File: config.mk
export PLATFORM = sky130hd
export DESIGN_NAME = cfg_uart
export DESIGN_NICKNAME = d
export VERILOG_FILES = /design/src/rtl/cfg_uart.sv
export SDC_FILE = /design/constraint.sdc
export NUM_CORES = 1
export LEC_CHECK = 0
export CORE_ASPECT_RATIO = 1.1
export CORE_UTILIZATION = 30
export DETAILED_ROUTE_END_ITERATION = 12
export PLACE_DENSITY = 0.51
export SLEW_MARGIN = 40
export SYNTH_ARGS = -nofsm -noshare
export SYNTH_HDL_FRONTEND = slang
export SYNTH_SLANG_ARGS = --single-unit
File: constraint.sdc
create_clock -name clk -period 3.5 [get_ports clk]
set_clock_uncertainty 0.05 [all_clocks]
set_input_delay 0.35 -clock clk [delete_from_list [all_inputs] [get_ports clk]]
set_output_delay 0.35 -clock clk [all_outputs]
set_load 0.02 [all_outputs]
File: src/rtl/cfg_uart.sv
// Config-link UART endpoint: 24-bit command frames in on RX_C, 16-bit responses out on TX_C, 8N1.
// Optional build macro CFG_RX_TIMEOUT_EN drops a partial RX frame after TIMEOUT_BITS idle bit times.
module cfg_uart #(
    parameter int BAUD_DIV     = 2604,
    parameter int TIMEOUT_BITS = 20
) (
    input  logic        clk,
    input  logic        rst_n,
    input  logic        RX_C,
    output logic        TX_C,
    output logic [23:0] cmd_data,
    output logic        frm_rdy,
    input  logic [15:0] tx_data,
    input  logic        strt_tx,
    output logic        tx_busy,
    output logic        tx_done
);

    // Handshake: strt_tx is taken on a clock edge where tx_busy=0 and tx_done=0; frm_rdy and
    // tx_done are single-cycle strobes with no backpressure.
    localparam int CW = ($clog2(BAUD_DIV) > 12) ? $clog2(BAUD_DIV) : 12;
    localparam logic [CW-1:0] BIT_END  = CW'(BAUD_DIV - 1);
    localparam logic [CW-1:0] HALF_END = CW'(BAUD_DIV / 2 - 1);
    localparam logic [CW-1:0] CNT_ONE  = CW'(1);

    if (BAUD_DIV < 16 || TIMEOUT_BITS < 1) begin : g_param_check
        $error("cfg_uart: BAUD_DIV must be >= 16 and TIMEOUT_BITS >= 1");
    end

    typedef enum logic [1:0] {S_IDLE, S_START, S_DATA, S_STOP} uart_state_t;

    // ---------------- receiver ----------------
    uart_state_t   rx_state_q, rx_state_d;
    logic          rx_s1, rx_s2, rx_s3;
    logic          rx_fall;
    logic [CW-1:0] rx_cnt_q;
    logic [2:0]    rx_bit_q;
    logic [7:0]    rx_shift_q;
    logic [1:0]    byte_cnt_q;
    logic [7:0]    slot0_q, slot1_q, slot2_q;
    logic          rx_tick, rx_shift_en, rx_stop_ok, rx_stop_err;
    logic          tmo_hit;

    always_ff @(posedge clk or negedge rst_n) begin
        if (!rst_n) begin
            rx_s1 <= 1'b1;
            rx_s2 <= 1'b1;
            rx_s3 <= 1'b1;
        end else begin
            rx_s1 <= RX_C;
            rx_s2 <= rx_s1;
            rx_s3 <= rx_s2;
        end
    end

    assign rx_fall = rx_s3 & ~rx_s2;

    always_ff @(posedge clk or negedge rst_n) begin
        if (!rst_n) rx_state_q <= S_IDLE;
        else        rx_state_q <= rx_state_d;
    end

    always_comb begin
        rx_state_d = rx_state_q;
        case (rx_state_q)
            S_IDLE:  if (rx_fall) rx_state_d = S_START;
            S_START: if (rx_tick) rx_state_d = rx_s2 ? S_IDLE : S_DATA;
            S_DATA:  if (rx_tick && rx_bit_q == 3'd7) rx_state_d = S_STOP;
            S_STOP:  if (rx_tick) rx_state_d = S_IDLE;
            default: rx_state_d = S_IDLE;
        endcase
    end

    always_comb begin
        rx_tick = 1'b0;
        case (rx_state_q)
            S_START:        rx_tick = (rx_cnt_q == HALF_END);
            S_DATA, S_STOP: rx_tick = (rx_cnt_q == BIT_END);
            default:        rx_tick = 1'b0;
        endcase
        rx_shift_en = (rx_state_q == S_DATA) && rx_tick;
        rx_stop_ok  = (rx_state_q == S_STOP) && rx_tick && rx_s2;
        rx_stop_err = (rx_state_q == S_STOP) && rx_tick && !rx_s2;
    end

    // byte_cnt_q==3 is a one-cycle marker: the frame is published on the edge after the stop sample.
    always_ff @(posedge clk or negedge rst_n) begin
        if (!rst_n) begin
            rx_cnt_q   <= '0;
            rx_bit_q   <= '0;
            rx_shift_q <= '0;
            byte_cnt_q <= '0;
            slot0_q    <= '0;
            slot1_q    <= '0;
            slot2_q    <= '0;
            cmd_data   <= '0;
            frm_rdy    <= 1'b0;
        end else begin
            frm_rdy <= 1'b0;
            if (rx_state_q == S_IDLE || rx_tick) rx_cnt_q <= '0;
            else                                 rx_cnt_q <= rx_cnt_q + CNT_ONE;
            if (rx_state_q == S_START) rx_bit_q <= '0;
            else if (rx_shift_en)      rx_bit_q <= rx_bit_q + 3'd1;
            if (rx_shift_en) rx_shift_q <= {rx_s2, rx_shift_q[7:1]};
            if (byte_cnt_q == 2'd3) begin
                cmd_data   <= {slot0_q, slot1_q, slot2_q};
                frm_rdy    <= 1'b1;
                byte_cnt_q <= '0;
            end else if (rx_stop_ok) begin
                case (byte_cnt_q)
                    2'd0:    slot0_q <= rx_shift_q;
                    2'd1:    slot1_q <= rx_shift_q;
                    default: slot2_q <= rx_shift_q;
                endcase
                byte_cnt_q <= byte_cnt_q + 2'd1;
            end else if (rx_stop_err || tmo_hit) begin
                byte_cnt_q <= '0;
            end
        end
    end

`ifdef CFG_RX_TIMEOUT_EN
    localparam logic [15:0] TMO_LIM = 16'(TIMEOUT_BITS);
    logic [CW-1:0] tmo_cnt_q;
    logic [15:0]   tmo_bits_q;
    logic          tmo_run;

    assign tmo_run = (rx_state_q == S_IDLE) && (byte_cnt_q != 2'd0) && (byte_cnt_q != 2'd3);
    assign tmo_hit = tmo_run && (tmo_bits_q == TMO_LIM);

    always_ff @(posedge clk or negedge rst_n) begin
        if (!rst_n) begin
            tmo_cnt_q  <= '0;
            tmo_bits_q <= '0;
        end else if (!tmo_run) begin
            tmo_cnt_q  <= '0;
            tmo_bits_q <= '0;
        end else if (!tmo_hit) begin
            if (tmo_cnt_q == BIT_END) begin
                tmo_cnt_q  <= '0;
                tmo_bits_q <= tmo_bits_q + 16'd1;
            end else begin
                tmo_cnt_q <= tmo_cnt_q + CNT_ONE;
            end
        end
    end
`else
    assign tmo_hit = 1'b0;
`endif

    // ---------------- transmitter ----------------
    uart_state_t   tx_state_q, tx_state_d;
    logic [CW-1:0] tx_cnt_q;
    logic [2:0]    tx_bit_q;
    logic [7:0]    tx_shift_q;
    logic [7:0]    tx_lo_q;
    logic          tx_hi_q;
    logic          tx_accept, tx_bit_end;

    always_ff @(posedge clk or negedge rst_n) begin
        if (!rst_n) tx_state_q <= S_IDLE;
        else        tx_state_q <= tx_state_d;
    end

    always_comb begin
        tx_state_d = tx_state_q;
        case (tx_state_q)
            S_IDLE:  if (tx_accept) tx_state_d = S_START;
            S_START: if (tx_bit_end) tx_state_d = S_DATA;
            S_DATA:  if (tx_bit_end && tx_bit_q == 3'd7) tx_state_d = S_STOP;
            S_STOP:  if (tx_bit_end) tx_state_d = tx_hi_q ? S_START : S_IDLE;
            default: tx_state_d = S_IDLE;
        endcase
    end

    always_comb begin
        tx_accept  = (tx_state_q == S_IDLE) && strt_tx && !tx_busy && !tx_done;
        tx_bit_end = (tx_state_q != S_IDLE) && (tx_cnt_q == BIT_END);
    end

    // TX_C is registered and changes on the same edge as the state, so each bit lasts BAUD_DIV cycles.
    always_ff @(posedge clk or negedge rst_n) begin
        if (!rst_n) begin
            tx_cnt_q   <= '0;
            tx_bit_q   <= '0;
            tx_shift_q <= '0;
            tx_lo_q    <= '0;
            tx_hi_q    <= 1'b0;
            TX_C       <= 1'b1;
            tx_busy    <= 1'b0;
            tx_done    <= 1'b0;
        end else begin
            tx_done <= 1'b0;
            if (tx_state_q == S_IDLE || tx_bit_end) tx_cnt_q <= '0;
            else                                    tx_cnt_q <= tx_cnt_q + CNT_ONE;
            if (tx_accept) begin
                tx_shift_q <= tx_data[15:8];
                tx_lo_q    <= tx_data[7:0];
                tx_hi_q    <= 1'b1;
                TX_C       <= 1'b0;
                tx_busy    <= 1'b1;
            end else if (tx_bit_end) begin
                case (tx_state_q)
                    S_START: begin
                        TX_C       <= tx_shift_q[0];
                        tx_shift_q <= {1'b0, tx_shift_q[7:1]};
                        tx_bit_q   <= '0;
                    end
                    S_DATA: begin
                        TX_C       <= (tx_bit_q == 3'd7) ? 1'b1 : tx_shift_q[0];
                        tx_shift_q <= {1'b0, tx_shift_q[7:1]};
                        tx_bit_q   <= tx_bit_q + 3'd1;
                    end
                    S_STOP: begin
                        if (tx_hi_q) begin
                            tx_shift_q <= tx_lo_q;
                            tx_hi_q    <= 1'b0;
                            TX_C       <= 1'b0;
                        end else begin
                            tx_done <= 1'b1;
                            tx_busy <= 1'b0;
                        end
                    end
                    default: TX_C <= 1'b1;
                endcase
            end
        end
    end

endmodule

==> reports/results.ini <==
[logic_synthesis]
synthFlopType=dfrtp_1
synth.yosys.seq_area_share=0.567
synth.avg_cell_area_um2=12.5
synth_seq_cells=116
synth_cells=410
post_synth_xor_area_fraction=0.0342
synth_adder_area_share=0.0366
yosys.area_share.simple=0.142
ys_types=51
largest_family_of_logic_cells_by_synthesized_area=simple AND/OR/NAND/NOR gates
ys_warn_count=0
synth-async-reset-ratio=1.00
synth_area_um2=5130
number_of_enable_flip_flop_cells_after_synthesis=0
synth_fp_nets=445
multiplexer_share_of_the_synthesized_area=0.137
synth-compound-area-share=0.0630

[layout]
ratio_of_cells_with_drive_above_1_in_the_final_layout=0.241
final_area_um2=6430
layout.cells.most_common_list=112 x dfrtp_1, 53 x nand2_1, 49 x mux2_2, 46 x clkdlybuf4s50_1, 32 x nor2_1
antenna_cells_inserted=0
cell_count_final_fillers_out=686
synthesis_to_finish_area_growth_pct=25.5
fillers=1613
layout.nets=505
layout_commonest_cell=dfrtp_1

[clock_network]
cts.sinks=116
clk_latency_ps=410
cts-root-to-sink-buffers=2
clkSlewWorstSetupHoldPaths_ps=50
cts.repair.resized=0
cts.repair_timing.setup_buffer_count=0
cts_tree=built
numCtsBuffers=17
cts-root-buf=clkbuf_16
htreeDepth=4

[drt]
vias_per_cell=4.78
drt-wirelength-per-cell_um=14.1
drt-initial-drc-count=172
num_vias=3276
drt_pass1_iterations=4
routed_wirelength_um=9670
drt_drc_violations_left=0
ant_nets=0

[worst_setup_path]
setup.worst_path.start_class=flip-flop
timing.critical_path.required_ps=3740
critical_path_class=flip-flop to flip-flop
critical-path-top-delay-family=simple AND/OR/NAND/NOR gates
critical_path_buf_inv_count=1
path_max_fanout=13
worstPathCellList=and4bb_2, mux2i_1, nor3_4, buf_4, and3b_1, mux2_4
worst_r2r_path_depth=6
arrival_ps=2680
slowest_delay_ps=590
crit_slowest_cell=dfrtp_1
critical_path_depth_in_cells=6
worst_setup_path_end_kind=flip-flop

[pwr]
report.power.total_mw=3.35
power.static_leakage_nw=3.00
peak_supply_drop_v=0.000322
power_dens_cells_nw_per_um2=521

[die]
die-height_um=139
boundaryPins=48
die_x_um=127
core_area_um2=16600
row_count=49
dieArea_um2=17600
initial_core_util=0.310

[sta]
totalNegativeSetupSlack_ps=0
timing.max_slew.rel_slack=0.513
report.final.setup_viol=0
final_period_minus_worst_setup_slack_ps=2440
unrepaired_setup_endpoints_after_global_routing=no
fmax_mhz=410
timing_max_transition_violations_final=0
max_slew.worst_pin.slew_ps=727
fin_ws_ps=1060
fin_crit_sh=0.696
finalHoldViolCount=0

[worst_hold_path]
type_of_the_most_critical_hold_path=flip-flop to flip-flop
worstHoldPathCells=0

[place]
post-place-cells=654
io_buffer_count=47
worst_setup_slack_post_dpl_ps=1050
place_area_um2=5830
detailedPlacementHpwl_um=6470
finalWeightedCongestion=0.722

[global_routing]
vias_in_the_first_global_route=3377
total_overflow_reported_by_the_global_router=0
antenna_violations_before_repair=0
grt_first_pass_wirelength_um=16900
grt_usage=0.122
grt_start_max_net_pins=62

[status]
run_status=finished, final reports clean

[run]
timing.max_cap.violations=0

## sequential cells by signal, summed over array words and instances, names as in the netlist, named ones only
signal / flops
cmd_data: 24
rx_cnt_q: 12
tx_cnt_q: 12
rx_shift_q: 8
slot0_q: 8
slot1_q: 8
slot2_q: 8
tx_lo_q: 8
tx_shift_q: 8
rx_bit_q: 3
tx_bit_q: 3
byte_cnt_q: 2
tx_state_q: 2
TX_C: 1
frm_rdy: 1
rx_s1: 1
rx_s2: 1
rx_s3: 1
rx_state_q: 1
tx_busy: 1
tx_done: 1
tx_hi_q: 1
## synthesized netlist by cell type (3+ instances only)
cell type | number | area, um2
dfrtp_1 | 112 | 2800
nand2_1 | 53 | 199
mux2_2 | 49 | 552
nor2_1 | 32 | 120
ha_1 | 15 | 188
o21ai_0 | 14 | 70.1
nand3_1 | 13 | 65.1
xor2_1 | 13 | 114
inv_1 | 11 | 41.3
mux2_4 | 8 | 120
clkbuf_1 | 7 | 26.3
o221a_2 | 7 | 78.8
o32ai_1 | 7 | 61.3
xnor2_1 | 7 | 61.3
a21oi_1 | 5 | 25.0
nand4_1 | 5 | 31.3
and3_1 | 4 | 25.0
dfstp_2 | 4 | 105
mux2i_1 | 3 | 30.0
## per-layer routing
layer,wire length [um],global-route usage
met5,0,0
met4,196,0.0602
met3,324,0.0405
met2,4560,0.188
met1,4590,0.155
## worst paths after layout
path / startpoint / to / slack (ps)
hold reg to reg: rx_s1 / rx_s2 / 300
hold / removal: rx_s1 / rx_s2 / 300
setup reg to reg: flip-flop / rx_shift_q[0] / 1060
min in group asynchronous: rst_n / cmd_data[2] / 430
max in group asynchronous: rst_n / rx_s3 / 2230
setup / recovery: flip-flop / rx_shift_q[0] / 1060
## logic make-up after synthesis
family	count (synthesis)
multiplexers	60
AND/OR/NAND/NOR	133
adder cells (fa/ha/maj)	15
flip-flops	116
XOR/XNOR	20
AO/OA/AOI/OAI	43
buffers and inverters	23
## worst reg2reg max path, stage by stage, from the launching register on
cell	delay, ps
dfrtp_1	590
and4bb_2	280
mux2i_1	130
nor3_4	200
buf_4	230
and3b_1	500
mux2_4	340
## repair_timing
action | CTS | global route
endpoints found under the setup margin | 0 | 0
endpoints found under the hold margin | 2 | 0
hold buffers | 1 | 0
## where the power goes
part	total, mW	internal [mW]	leakage, nW	switching [mW]
logic	0.182	0.0927	1.18	0.0894
clock network	1.71	1.12	0.277	0.598
registers	1.46	1.39	1.55	0.0647
total	3.35	2.60	3.00	0.752
## final cells by class
type                    count  area (um2)  share of cell area
clock buffers              23         488              0.0758
clock inverters             8         100              0.0156
inverters                  12        45.0             0.00700
multi-input cells         271        2110               0.329
flip-flops and latches    116        2910               0.452
well taps                 204         255              0.0397
repair buffers             52         524              0.0815
## through the flow
step | hold slack (ps) | utilization
finish | 301 | 0.389
global route | 300 | 0.389
CTS | 302 | 0.389
detailed placement | 297 | 0.352
global placement | 296 | 0.352
floorplan | 4.41 | -
No activity file was read; power rests on OpenSTA's default activity.
